`src/rtl/des_perm_pipe.sv`:
```
// Pipelined DES IP/FP bit-permutation engine, LANES x 64-bit blocks per beat, valid/ready on both sides.
// Optional completed-transfer counter on o_Count when DES_PERM_CNT_EN is defined.
module des_perm_pipe #(
    parameter int LANES      = 1,
    parameter int PIPE_DEPTH = 2
) (
    input  logic                  i_Clk,
    input  logic                  i_Rst,
    input  logic                  i_Valid,
    output logic                  o_Ready,
    input  logic                  i_Mode,
    input  logic [64*LANES-1:0]   i_Data,
    output logic                  o_Valid,
    input  logic                  i_Ready,
    output logic                  o_Mode,
    output logic [64*LANES-1:0]   o_Data
`ifdef DES_PERM_CNT_EN
    ,
    output logic [15:0]           o_Count
`endif
);

    localparam int W    = 64 * LANES;
    localparam int LAST = PIPE_DEPTH - 1;

    generate
        if (PIPE_DEPTH < 1 || PIPE_DEPTH > 4) begin : g_bad_depth
            $error("des_perm_pipe: PIPE_DEPTH must be in 1..4");
        end
        if (LANES < 1 || LANES > 8) begin : g_bad_lanes
            $error("des_perm_pipe: LANES must be in 1..8");
        end
    endgenerate

    logic [W-1:0] ip_w;
    logic [W-1:0] fp_w;
    logic [W-1:0] perm_w;

    // Pure wiring: FP is produced by swapping source and destination of every IP bit.
    genvar gi, gr, gj;
    generate
        for (gi = 0; gi < LANES; gi++) begin : g_lane
            for (gr = 0; gr < 8; gr++) begin : g_row
                localparam int SR = (gr < 4) ? (6 - 2 * gr) : (15 - 2 * gr);
                for (gj = 0; gj < 8; gj++) begin : g_col
                    localparam int DST = 64 * gi + 63 - (8 * gr + gj);
                    localparam int SRC = 64 * gi + SR + 8 * gj;
                    assign ip_w[DST] = i_Data[SRC];
                    assign fp_w[SRC] = i_Data[DST];
                end
            end
        end
    endgenerate

    assign perm_w = i_Mode ? fp_w : ip_w;

    logic [PIPE_DEPTH-1:0] vld_q, vld_d;
    logic [PIPE_DEPTH-1:0] mode_q, mode_d;
    logic [PIPE_DEPTH-1:0] load_w;
    logic [W-1:0]          data_q [PIPE_DEPTH];
    logic [W-1:0]          data_d [PIPE_DEPTH];

    // A stage may load when empty or when the stage after it is loading this cycle.
    always_comb begin : g_chain
        logic down_free;
        load_w    = '0;
        down_free = i_Ready;
        for (int k = LAST; k >= 0; k--) begin
            load_w[k] = !vld_q[k] || down_free;
            down_free = load_w[k];
        end
    end

    assign o_Ready = load_w[0];

    always_comb begin
        vld_d  = vld_q;
        mode_d = mode_q;
        data_d = data_q;
        if (load_w[0]) begin
            vld_d[0] = i_Valid;
            if (i_Valid) begin
                mode_d[0] = i_Mode;
                data_d[0] = perm_w;
            end
        end
        for (int k = 1; k < PIPE_DEPTH; k++) begin
            if (load_w[k]) begin
                vld_d[k] = vld_q[k-1];
                if (vld_q[k-1]) begin
                    mode_d[k] = mode_q[k-1];
                    data_d[k] = data_q[k-1];
                end
            end
        end
    end

    always_ff @(posedge i_Clk or posedge i_Rst) begin
        if (i_Rst) begin
            vld_q  <= '0;
            mode_q <= '0;
            for (int k = 0; k < PIPE_DEPTH; k++) begin
                data_q[k] <= '0;
            end
        end else begin
            vld_q  <= vld_d;
            mode_q <= mode_d;
            data_q <= data_d;
        end
    end

    assign o_Valid = vld_q[LAST];
    assign o_Mode  = mode_q[LAST];
    assign o_Data  = data_q[LAST];

`ifdef DES_PERM_CNT_EN
    logic [15:0] cnt_q, cnt_d;

    assign cnt_d = cnt_q + 16'd1;

    always_ff @(posedge i_Clk or posedge i_Rst) begin
        if (i_Rst) begin
            cnt_q <= '0;
        end else if (o_Valid && i_Ready) begin
            cnt_q <= cnt_d;
        end
    end

    assign o_Count = cnt_q;
`endif

endmodule

```
`config.mk`:
```
export PLATFORM = sky130hd
export DESIGN_NAME = des_perm_pipe
export DESIGN_NICKNAME = d
export VERILOG_FILES = /design/src/rtl/des_perm_pipe.sv
export SDC_FILE = /design/constraint.sdc
export NUM_CORES = 1
export LEC_CHECK = 0
export CELL_PAD_IN_SITES_DETAIL_PLACEMENT = 0
export CELL_PAD_IN_SITES_GLOBAL_PLACEMENT = 1
export CORE_MARGIN = 4
export CORE_UTILIZATION = 35
export CTS_CLUSTER_SIZE = 10
export DETAILED_ROUTE_END_ITERATION = 16
export GPL_ROUTABILITY_DRIVEN = 0
export PLACE_DENSITY_LB_ADDON = 0.25
export SLEW_MARGIN = 20
export SYNTH_ARGS = -nofsm -noshare
export SYNTH_HDL_FRONTEND = slang
export SYNTH_SLANG_ARGS = --single-unit
```
`constraint.sdc`:
```
create_clock -name i_Clk -period 5.55 [get_ports i_Clk]
set_clock_uncertainty 0.05 [all_clocks]
set_input_delay 1.11 -clock i_Clk [delete_from_list [all_inputs] [get_ports i_Clk]]
set_output_delay 1.11 -clock i_Clk [all_outputs]
set_load 0.01 [all_outputs]
```
==> flow_summary.ini <==
[status]
status = finished clean

[timing]
setup_slack_ns = 1.59
fin_crit_sh = 0.713
period_minus_slack_ns = 3.96
setup_violations = 0
hold_viol = 0
max-slew-margin-rel = 0.334
fmax_mhz = 253
tightestPinTransition_ns = 1.00
setup_tns_ns = 0
rsz0062_at_grt = no
final_max_slew_viol_count = 0
whs_ns = 0.454

[clock_network]
cts.sinks = 132
cts_hold_buf = 0
clockBufferDepth = 2
cts_inserted_buffers = 17
path_clk_slew_ns = 0.05
cts_setup_buffers = 0
cts_tree = yes
h-tree-depth = 4
root_buffer = clkbuf_16
ctsResizeCount = 0
clkLatencyLatePin_ns = 0.41

[yosys]
ys_types = 14
synth_seq_area_share = 0.523
syn_nets = 563
synth_seq_cells = 132
synth_area_mm2 = 0.00632
yosysWarningCount = 0
synthCells = 494
avgSynthCellArea_um2 = 12.8

[finish]
fill_cells = 1560
multi_input_area_mm2 = 0.00229
diodes = 0
regArea_mm2 = 0.00330
nNetsFinal = 618
drive_above_1_share = 0.198
design_area_mm2 = 0.00790
final_cells = 787
final_util = 0.452
synthToLayoutAreaGrowth_pct = 25.0

[floorplanning]
start_util = 0.361
die_w_um = 142
fp-row-count = 48
die_y_um = 142
dieArea_mm2 = 0.0203
ioPinCount = 136
core_mm2 = 0.0175

[setup_path]
arrival_ns = 2.80
reg2regPathDepth = 5
crit_required_ns = 4.39
path_max_fanout = 51
cp-end-kind = output port
crit_path_start_kind = input port
crit_type = in -> out

[routing]
wl_per_cell_um = 17.8
wirelength_um = 14000
route.met2.wl_um = 6530
viasPerCell = 4.89
drt_pass1_iterations = 4
drc = 0
wl_met3_um = 679
top_layer = met4
num_vias = 3851
routedLengthMet1_um = 6540
antenna_left = 0
drtIter0Drc = 240

[place]
dp_cells = 755
portBuffers = 135
pre_cts_ws_ns = 1.58
placed_area_mm2 = 0.00728
hpwl_um = 9530

[power_and_ir_drop]
power_density_mw_per_mm2 = 408
static-leakage-power_nw = 3.38
total_power_mw = 3.22
ir_drop_v = 0.000218

[global_routing]
grt_pass1_vias = 3963
grt_max_degree = 74
gr-total-overflow = 0
grt_first_pass_wirelength_um = 22100
antenna_found_initial = 0
grt_use_total = 0.141

[worst_hold_path]
hold_path_class = reg -> reg
hold_depth = 1

[job]
drv_cap = 0
==> state kept, by name, indices dropped and copies added (netlist names) <==
| name | flops |
|---|---|
| o_Data | 64 |
| data_q | 64 |
| vld_q | 2 |
| mode_q | 2 |
==> area by class of cell <==
| cell class | instances | share of cell area |
|---|---|---|
| clock buffers | 21 | 0.0596 |
| clock inverters | 11 | 0.0190 |
| inverters | 1 | 0.000792 |
| multi-input cells | 256 | 0.290 |
| flip-flops and latches | 132 | 0.418 |
| well taps | 225 | 0.0357 |
| repair buffers | 141 | 0.176 |
==> per-layer routing <==
metal  vias to the layer above  GRT usage
met5                         -          0
met4                         0     0.0575
met3                        18     0.0383
met2                        88      0.216
met1                      1895      0.191
li1                       1850          -
==> cell usage after synthesis <==
master | n | area (um^2)
mux2_4 | 50 | 751
inv_1 | 1 | 3.75
nand2_1 | 2 | 7.51
buf_4 | 66 | 495
a21oi_1 | 60 | 300
buf_2 | 18 | 90.1
nand2b_1 | 3 | 18.8
buf_6 | 8 | 90.1
mux2i_1 | 60 | 601
nand3b_1 | 1 | 7.51
a31oi_1 | 60 | 375
clkbuf_1 | 13 | 48.8
mux2_2 | 20 | 225
dfrtp_1 | 132 | 3300
==> logic make-up (layout without fill, tap and decap cells) <==
family | Yosys count | after routing | synth area share
AO/OA/AOI/OAI | 120 | 120 | 0.107
buffers and inverters | 106 | 174 | 0.115
flip-flops | 132 | 132 | 0.523
multiplexers | 130 | 130 | 0.250
AND/OR/NAND/NOR | 6 | 6 | 0.00535
==> critical path, stage by stage <==
cell and delay, ns:
clkdlybuf4s50_1 0.46, nand3b_1 0.10, buf_4 0.43, clkdlybuf4s50_1 0.68
==> cell usage in the layout, fill, tap and decap left out, drive strengths merged <==
master and instances:
mux2i 60, dfrtp 132, nand2b 3, clkbuf 21, clkinv 5, nand2 2
buf 8, mux2 70, clkinvlp 2, nand3b 1, a31oi 60, a21oi 60
clkdlybuf4s50 133, bufinv 3, inv 2
==> final timing paths <==
check,to,slack [ns],start
min in group asynchronous,data_q[112],1.23,i_Rst
worst min register to register,o_Data[50],0.45,o_Data[50]
worst max-delay path,o_Ready,1.59,i_Ready
max in group asynchronous,o_Data[1],3.24,i_Rst
worst max register to register,data_q[109],3.05,vld_q[0]
worst min-delay path,o_Data[50],0.45,o_Data[50]
==> power breakdown <==
| part | switching (mW) | leakage [nW] | internal [mW] |
|---|---|---|---|
| clock | 0.421 | 0.300 | 0.744 |
| combinational | 0.301 | 1.62 | 0.477 |
| sequential | 0.116 | 1.46 | 1.16 |
| total | 0.838 | 3.38 | 2.38 |
No activity file was read; power rests on OpenSTA's default activity.
